File: src/rtl/rca_pkg.sv
`default_nettype none
// ============================================================================
// Module      : rca_pkg
// Description : Shared types and helpers for the pipelined ripple-carry adder.
//               Holds the default operand/stage geometry, the stage-register
//               record for that default geometry and the per-bit full adder.
// Revision    : 1.0 - initial release
// ============================================================================
package rca_pkg;

    localparam int DEF_WIDTH  = 16;
    localparam int DEF_STAGES = 4;
    localparam int DEF_CHUNK  = DEF_WIDTH / DEF_STAGES;

    // Stage-register record for the default geometry. Only the upper,
    // not-yet-added chunks of A and b_eff need to travel; the low chunks are
    // already folded into sum_lo.
    typedef struct packed {
        logic [DEF_WIDTH-DEF_CHUNK-1:0] sum_lo;
        logic [DEF_WIDTH-DEF_CHUNK-1:0] a_hi;
        logic [DEF_WIDTH-DEF_CHUNK-1:0] b_hi;
        logic                           carry;
        logic                           msb_cin;
        logic                           valid;
    } rca_stage_t;

    // Returns {carry, sum} for one full-adder bit.
    function automatic logic [1:0] full_add(input logic a, input logic b, input logic c);
        return {(a & b) | (a & c) | (b & c), a ^ b ^ c};
    endfunction

endpackage : rca_pkg
`default_nettype wire

File: src/rtl/pipelined_rca_adder_chunk.sv
`default_nettype none
// ============================================================================
// Module      : rca_chunk
// Description : Combinational CHUNK-bit ripple-carry adder; the generalised
//               form of the original 3-bit adder. One instance per stage.
// Ports       : a_i, b_i   - CHUNK-bit operands
//               cin_i      - carry into bit 0
//               sum_o      - CHUNK-bit sum
//               cout_o     - carry out of the top bit
//               msb_cin_o  - carry into the top bit (used for overflow)
// Revision    : 1.0 - initial release
// ============================================================================
module rca_chunk
    import rca_pkg::*;
#(
    parameter int CHUNK = 4
) (
    input  logic [CHUNK-1:0] a_i,
    input  logic [CHUNK-1:0] b_i,
    input  logic             cin_i,
    output logic [CHUNK-1:0] sum_o,
    output logic             cout_o,
    output logic             msb_cin_o
);

    always_comb begin : ripple
        logic       c;
        logic [1:0] fa;
        c         = cin_i;
        fa        = 2'b00;
        sum_o     = '0;
        msb_cin_o = cin_i;
        for (int i = 0; i < CHUNK; i++) begin
            if (i == CHUNK - 1) begin
                msb_cin_o = c;
            end
            fa       = full_add(a_i[i], b_i[i], c);
            sum_o[i] = fa[0];
            c        = fa[1];
        end
        cout_o = c;
    end

endmodule : rca_chunk
`default_nettype wire

File: src/rtl/pipelined_rca_adder.sv
`default_nettype none
// ============================================================================
// Module      : pipelined_rca_adder
// Description : WIDTH-bit add/subtract split into STAGES register-separated
//               ripple chunks, with a valid/ready stream on both sides and
//               per-stage bubble collapse (one op per cycle throughput).
// Ports       : clk, rst_n           - clock, async active-low reset
//               in_valid / in_ready  - operand handshake
//               in_a, in_b           - operands
//               in_cin               - carry-in (ADD only)
//               in_sub               - 1: A - B, 0: A + B + cin
//               out_valid / out_ready- result handshake
//               out_sum, out_cout    - result and MSB carry (SUB: 1 = no borrow)
//               out_ovf              - signed two's-complement overflow
// Revision    : 1.0 - initial release
// ============================================================================
module pipelined_rca_adder
    import rca_pkg::*;
#(
    parameter int WIDTH  = DEF_WIDTH,
    parameter int STAGES = DEF_STAGES
) (
    input  logic             clk,
    input  logic             rst_n,
    input  logic             in_valid,
    output logic             in_ready,
    input  logic [WIDTH-1:0] in_a,
    input  logic [WIDTH-1:0] in_b,
    input  logic             in_cin,
    input  logic             in_sub,
    output logic             out_valid,
    input  logic             out_ready,
    output logic [WIDTH-1:0] out_sum,
    output logic             out_cout,
    output logic             out_ovf
);

    localparam int CHUNK = WIDTH / STAGES;

    generate
        if (WIDTH < 2 || STAGES < 1 || STAGES > WIDTH || (WIDTH % STAGES) != 0) begin : g_bad_params
            $fatal(1, "pipelined_rca_adder: illegal WIDTH/STAGES combination");
        end
    endgenerate

    // Full-width fields keep the per-stage slicing uniform; the already-added
    // low bits of a_hi/b_hi and the not-yet-added high bits of sum_lo are dead
    // and trimmed by synthesis.
    typedef struct packed {
        logic [WIDTH-1:0] sum_lo;
        logic [WIDTH-1:0] a_hi;
        logic [WIDTH-1:0] b_hi;
        logic             carry;
        logic             msb_cin;
        logic             valid;
    } stage_t;

    stage_t            stage_q [STAGES];
    stage_t            stage_d [STAGES];
    stage_t            src     [STAGES];   // what feeds stage k this cycle
    logic [STAGES-1:0] adv;                // stage k loads stage_d[k] on this edge

    logic [CHUNK-1:0]  chunk_a    [STAGES];
    logic [CHUNK-1:0]  chunk_b    [STAGES];
    logic [CHUNK-1:0]  chunk_sum  [STAGES];
    logic              chunk_cout [STAGES];
    logic              chunk_msb  [STAGES];

    // Ready chain: a stage may load when it is empty or its successor moves.
    // This makes in_ready combinational from out_ready.
    always_comb begin
        adv = '0;
        adv[STAGES-1] = out_ready || !stage_q[STAGES-1].valid;
        for (int k = STAGES - 2; k >= 0; k--) begin
            adv[k] = !stage_q[k].valid || adv[k+1];
        end
    end

    // Stage 0 is fed by the conditioned operands; SUB forms A + ~B + 1.
    always_comb begin
        src[0].sum_lo  = '0;
        src[0].a_hi    = in_a;
        src[0].b_hi    = in_sub ? ~in_b : in_b;
        src[0].carry   = in_sub ? 1'b1 : in_cin;
        src[0].msb_cin = 1'b0;
        src[0].valid   = in_valid;
        for (int k = 1; k < STAGES; k++) begin
            src[k] = stage_q[k-1];
        end
    end

    generate
        for (genvar k = 0; k < STAGES; k++) begin : g_stage
            assign chunk_a[k] = src[k].a_hi[k*CHUNK +: CHUNK];
            assign chunk_b[k] = src[k].b_hi[k*CHUNK +: CHUNK];

            rca_chunk #(
                .CHUNK (CHUNK)
            ) u_chunk (
                .a_i       (chunk_a[k]),
                .b_i       (chunk_b[k]),
                .cin_i     (src[k].carry),
                .sum_o     (chunk_sum[k]),
                .cout_o    (chunk_cout[k]),
                .msb_cin_o (chunk_msb[k])
            );
        end
    endgenerate

    always_comb begin
        for (int k = 0; k < STAGES; k++) begin
            if (src[k].valid) begin
                stage_d[k]                           = src[k];
                stage_d[k].sum_lo[k*CHUNK +: CHUNK]  = chunk_sum[k];
                stage_d[k].carry                     = chunk_cout[k];
                stage_d[k].msb_cin                   = chunk_msb[k];
            end else begin
                // Bubble: keep the old payload, only the valid bit drops.
                stage_d[k]       = stage_q[k];
                stage_d[k].valid = 1'b0;
            end
        end
    end

    always_ff @(posedge clk or negedge rst_n) begin
        if (!rst_n) begin
            for (int k = 0; k < STAGES; k++) begin
                stage_q[k] <= '0;
            end
        end else begin
            for (int k = 0; k < STAGES; k++) begin
                if (adv[k]) begin
                    stage_q[k] <= stage_d[k];
                end
            end
        end
    end

    assign in_ready  = adv[0];
    assign out_valid = stage_q[STAGES-1].valid;
    assign out_sum   = stage_q[STAGES-1].sum_lo;
    assign out_cout  = stage_q[STAGES-1].carry;
    assign out_ovf   = stage_q[STAGES-1].carry ^ stage_q[STAGES-1].msb_cin;

endmodule : pipelined_rca_adder
`default_nettype wire
File: config.mk
export PLATFORM = sky130hd
export DESIGN_NAME = pipelined_rca_adder
export DESIGN_NICKNAME = d
export VERILOG_FILES = /design/src/rtl/rca_pkg.sv /design/src/rtl/pipelined_rca_adder_chunk.sv /design/src/rtl/pipelined_rca_adder.sv
export SDC_FILE = /design/constraint.sdc
export NUM_CORES = 1
export LEC_CHECK = 0
export CAP_MARGIN = 0
export CELL_PAD_IN_SITES_DETAIL_PLACEMENT = 1
export CELL_PAD_IN_SITES_GLOBAL_PLACEMENT = 1
export CORE_ASPECT_RATIO = 0.9
export CORE_MARGIN = 4
export CORE_UTILIZATION = 41
export CTS_BUF_LIST = sky130_fd_sc_hd__clkbuf_8 sky130_fd_sc_hd__clkbuf_16
export CTS_CLUSTER_SIZE = 40
export DETAILED_ROUTE_END_ITERATION = 7
export PLACE_DENSITY = 0.75
export SLEW_MARGIN = 20
export SYNTH_ARGS = -nofsm -noshare
export SYNTH_HDL_FRONTEND = slang
export SYNTH_SLANG_ARGS = --single-unit
File: constraint.sdc
create_clock -name clk -period 1.8 [get_ports clk]
set_input_delay 0.36 -clock clk [delete_from_list [all_inputs] [get_ports clk]]
set_output_delay 0.36 -clock clk [all_outputs]
set_load 0.01 [all_outputs]
# Word level (Yosys, flattened, before mapping)
# Index checks and enable logic that the tools add are counted.
word_totals:
  regBits: 145
  inputBits: 38
classes:
  n_reduce_logical: 12
  n_mux: 6
  bitwise: 114
op_table:
  columns: ["op", "n"]
  rows:
  - ["1-bit bitwise AND", 48]
  - ["1-bit XOR", 33]
  - ["1-bit bitwise OR", 32]
  - ["16-bit 2-to-1 mux", 1]
  - ["16-bit NOT", 1]
  - ["2-bit AND reduction", 4]
  - ["1-bit 2-to-1 mux", 5]
  - ["1-bit logical NOT", 4]
  - ["1-bit logical OR", 4]

# Depth between registers and ports, before layout
logic_depth:
  ltp_word: 14
  ltp_mapped: 10
  mapped_depth_nobuf: 8

# Hierarchy
# From an unflattened synthesis, not the netlist that was laid out.
unflattened:
  hier_cells: 303
  hier_area_um2: 4404.2
modules_own_cells:
  columns: ["module", "cells_each", "n_inst", "area_per_inst_um2"]
  rows:
  - ["pipelined_rca_adder", 247, 1, 3933.8]
  - ["rca_chunk", 14, 4, 117.6]

# Least setup slack after synthesis
# OpenSTA, ideal clock, no wires.
synth_timing:
  path_type: "input to register"
  start: "input in_sub"
  end: "register stage_q, in the netlist src[140]"
  slack_ps: -1009
  setup_time_ps: 125
  stages: 10
  arrival_time_ps: 2684
  cell_sequence: "buf_2 buf_2 xor2_1 fa_1 inv_1 fa_1 fa_1 inv_1 fa_1 mux2_2"
synth_rtl:
  columns: ["element", "line", "source"]
  rows:
  - ["from (decl)", "pipelined_rca_adder.sv:30", "input logic in_sub,"]
  - ["to (signal, indexed assignment)", "pipelined_rca_adder.sv:133", "stage_q[k] <= stage_d[k];"]
  - ["to (decl)", "pipelined_rca_adder.sv:58", "stage_t stage_q [STAGES];"]

# Final worst setup path
layout_timing:
  start: "register stage_q, in the netlist chunk_b[0]"
  end: "register stage_q, in the netlist out_sum[15]"
layout_via:
  elab_chain_cells: 10
  elab_cells_between_ends: 13
  cone_classes: "bitwise (13)"
layout_rtl:
  columns: ["element", "line", "source"]
  rows:
  - ["1-bit bitwise AND", "rca_pkg.sv:29", "return {(a & b) | (a & c) | (b & c), a ^ b ^ c};"]
  - ["1-bit bitwise OR", "rca_pkg.sv:29", null]
  - ["1-bit bitwise OR *", "rca_pkg.sv:29", null]
  - ["1-bit bitwise AND", "rca_pkg.sv:29", null]
  - ["1-bit bitwise OR", "rca_pkg.sv:29", null]
  - ["1-bit bitwise OR *", "rca_pkg.sv:29", null]
  - ["1-bit bitwise AND", "rca_pkg.sv:29", null]
  - ["1-bit bitwise OR", "rca_pkg.sv:29", null]
  - ["1-bit bitwise OR *", "rca_pkg.sv:29", null]
  - ["named net g_stage[3].u_chunk.msb_cin_o", "pipelined_rca_adder_chunk.sv:23", "output logic msb_cin_o"]
  - ["1-bit XOR *", "rca_pkg.sv:29", null]
# The timed path passes the listed nets; every way through them passes the cells marked *.
# A chain may end at the register's enable or synchronous reset.

==> summary.md <==
| Metric | Value |
|---|---|
| Final worst path period need | 2.14 ns |
| Initial DRT Pass Iterations | 4 |
| Total negative setup slack | -2.03 ns |
| Slew Viols, Final | 0 |
| Clk_skew | 0.0115 ns |
| R2R depth | 8 |
| DR WL/cell | 17.0 um |
| Final core occ | 54.5% |
| H-tree depth | 3 |
| Critical Path Fanout Max | 2 |
| Vias per cell | 4.76 |
| NumNets Final | 432 |
| ANT nets after route | 0 |
| Reg clk slew, reported paths | 0.07 ns |
| 1st-iter DRT viols | 33 |
| Register area share after synthesis | 55.9% |
| Design Area, Final | 0.00561 mm^2 |
| Critical Path AT | 2.40 ns |
| Delay-heaviest family, CP | adder cells |
| FMAX | 0.466 GHz |
| Final setup vio count | 12 |
| Mean post-synth cell area | 14.4 um^2 |
| CP Buf/Inv Count | 3 |
| Status | finished, violations left |
| Area grow syn2layout | 29.2% |
| Cell count after synthesis | 301 |
| RSZ-0062 raised after global routing | yes |
| Period utilization | 119% |
| Clock buffer depth | 2 |
| Sequential Power Share | 43.4% |
| Synth Area in Adders | 7.38% |
| Area after DPL | 0.00517 mm^2 |
| Initial Util | 42.2% |
| CP Launch Point | chunk_b[0] |
| Net Count, Synth | 355 |
| Core area | 0.0103 mm^2 |
| Simple-gate share of the synthesized area | 1.84% |
| Synth Area in XOR/XNOR | 3.43% |
| Critical path launch point type | flip-flop |
| Routed WL | 8730 um |
| Die ar. | 0.0123 mm^2 |
| Root Buffer | clkbuf_16 |
| Largest stage delay, worst path | 0.42 ns |
| Num CTS Buffers | 9 |
| Comb pwr share | 34.6% |
| Hold Violations, Final | 0 |
| CP most frequent cell | fa_2 |
| Antenna violations before repair | 1 |
| Fillcell total | 1019 |
| CTS tree | done |
| Port Buffers | 57 |
| Worst-Skew Late Latency | 0.34 ns |
| Critical path endpoint | out_sum[15] |
| Die Wd | 116 um |
| Worst reg2reg path endpoint | out_sum[15] |
| Detail Placement HPWL | 6180 um |
| Mapped Area | 0.00434 mm^2 |
| Switch Pwr | 2.39 mW |
| Worst reg2reg startpoint | chunk_b[0] |
| I/O pin cnt | 58 |
| Worst Max-Slew Pin Slew | 0.435 ns |
| Power density cells | 1420 mW/mm^2 |
| Violated checks | setup timing |
| Setup CP Type | flip-flop to flip-flop |
| Vias in the first global route | 2824 |
| Gr ovfl total | 0 |
| Final hold slack | 0.399 ns |
| Switch share | 29.9% |
| Max IR drop VDD | 0.638 mV |
| Final worst slack | -0.344 ns |
| Die Ht | 106 um |
| Sink Count | 97 |
| Main combinational cell family by area after synthesis | multiplexers |
| Worst R2R Setup Slack | -0.34 ns |
| Overall routing resource usage | 15.6% |
| CP Depth | 8 |
| Site row count | 35 |
| Drt drc | 0 |
| Layout cells sized above 1 | 45.2% |
| Routed via count | 2443 |
| Worst hold path type | input pin to flip-flop |
| Total of max-cap violations | 0 |
| Critical Path RT | 2.06 ns |
| Worst-path cell chain | inv_2 > fa_2 > inv_2 > fa_2 > fa_2 > inv_2 > fa_2 > mux2i_1 |
| Int Power | 5.60 mW |
| Slowest CP cell | fa_2 |
| P_leak | 2.51 nW |
| Global-route wire length before repair | 14700 um |
| Multiplexer share of the synthesized area | 22.8% |
| Compound-cell area share of the yosys netlist | 1.67% |
| GP Congestion | 0.709 |
| Largest net degree at the start of global routing | 41 |
| Unique masters post-synth | 21 |
| Crit path capture type | flip-flop |
| Seq cells post-synth | 97 |
| Clock group share of total power | 21.9% |
| Worst rel slew slack | 71.0% |
| Synth Warn # | 0 |
## per-layer routing
layer,vias up,part of all wire [%],track usage [%]
met4,0,1.5,6.63
met5,-,0,0
met3,12,3.3,2.81
met2,48,52,25.8
met1,1253,43,19.8
li1,1130,-,-
## worst min-delay path by stage
stage | from | endpoint | slack, ns | cells after the start
2_1_floorplan | rst_n | chunk_a[0] | 0.06 | 0
3_3_place_gp | rst_n | out_sum[9] | 0.33 | 1
3_5_place_dp | rst_n | out_sum[9] | 0.34 | 1
4_1_cts | rst_n | out_sum[9] | 0.51 | 2
5_1_grt | out_ready | src[0] | 0.43 | 3
6_report | out_ready | src[0] | 0.40 | 3
## worst register-to-register path, delay by kind of cell, from the launching register on
kind       cells  cell delay [ns]
mux            1             0.12
fa+ha+maj      4             1.35
flops          1             0.41
buf+inv        3             0.18
## flip-flops by register name (all words and copies together) (netlist names)
signal / count
out_valid: 1
chunk_a: 12
stage_q: 1
out_cout: 1
src: 54
out_sum: 16
chunk_b: 12
## what timing repair did
item                                   in CTS  in global routing
setup buffers                               6                  6
endpoints found under the hold margin      30                  0
resized for setup                          49                 10
setup endpoints to repair                  16                 28
pin swaps                                   9                  7
hold buffers                                1                  0
## power groups by stage
| stage | Sequential (mW) | Clock, mW | Combinational (mW) |
|---|---|---|---|
| global placement | 3.45 | 0 | 2.43 |
| detailed placement | 3.50 | 0 | 2.58 |
| floorplan | 3.31 | 0 | 1.74 |
| CTS | 3.48 | 1.80 | 2.74 |
| finish | 3.47 | 1.75 | 2.77 |
| global route | 3.58 | 1.91 | 3.07 |
## placed cells by master, fill, tap and decap left out, types with 7 or more instances in the layout
master | netlist | layout
buf_4 | 16 | 28
fa_2 | 0 | 16
inv_1 | 32 | 16
xor2_1 | 13 | 12
dfrtp_1 | 97 | 97
mux2_2 | 72 | 68
buf_12 | 0 | 7
inv_2 | 0 | 17
mux2i_1 | 9 | 9
o21ai_0 | 10 | 8
clkdlybuf4s50_1 | 0 | 47
mux2_4 | 6 | 10
clkbuf_16 | 0 | 9
## logic make-up after synthesis
group                    after synthesis
buffers and inverters                 58
AO/OA/AOI/OAI                         13
flip-flops                            97
XOR/XNOR                              17
multiplexers                          87
adder cells (fa/ha/maj)               16
AND/OR/NAND/NOR                       13
## cells in the mapped netlist
cell / instances / area (um^2)
nand4b_1: 1 / 8.76
xor2_1: 13 / 114
xnor2_1: 4 / 35.0
mux2_2: 72 / 811
or2_2: 1 / 6.26
and4b_4: 1 / 13.8
a31oi_1: 1 / 6.26
mux2_4: 6 / 90.1
buf_4: 16 / 120
o21ai_0: 10 / 50.1
buf_2: 8 / 40.0
nand2_1: 5 / 18.8
a21boi_2: 1 / 11.3
dfrtp_1: 97 / 2430
nand2b_1: 4 / 25.0
a21oi_1: 1 / 5.00
fa_1: 16 / 320
mux2i_1: 9 / 90.1
nand3b_1: 1 / 7.51
inv_1: 32 / 120
buf_6: 2 / 22.5
## stage by stage
step | power, mW | instances | setup WS, ns
after floorplan | 5.05 | 301 | -0.698
after global placement | 5.87 | 484 | -1.08
after detailed placement | 6.08 | 484 | -1.17
after CTS | 8.01 | 506 | -0.374
after global routing | 8.56 | 513 | -0.410
final | 7.99 | 513 | -0.344
## layout make-up
type	instances	area (um^2)	area share (%)
sequential	97	2430	43.3
multi-input combinational	146	1710	30.5
timing repair buffer	92	915	16.3
clock buffer	9	225	4.01
tap	129	161	2.88
inverter	32	120	2.14
clock inverter	7	46.3	0.825
antenna	1	2.50	0.0446
Note: power is estimated with default switching activity, not from simulation.
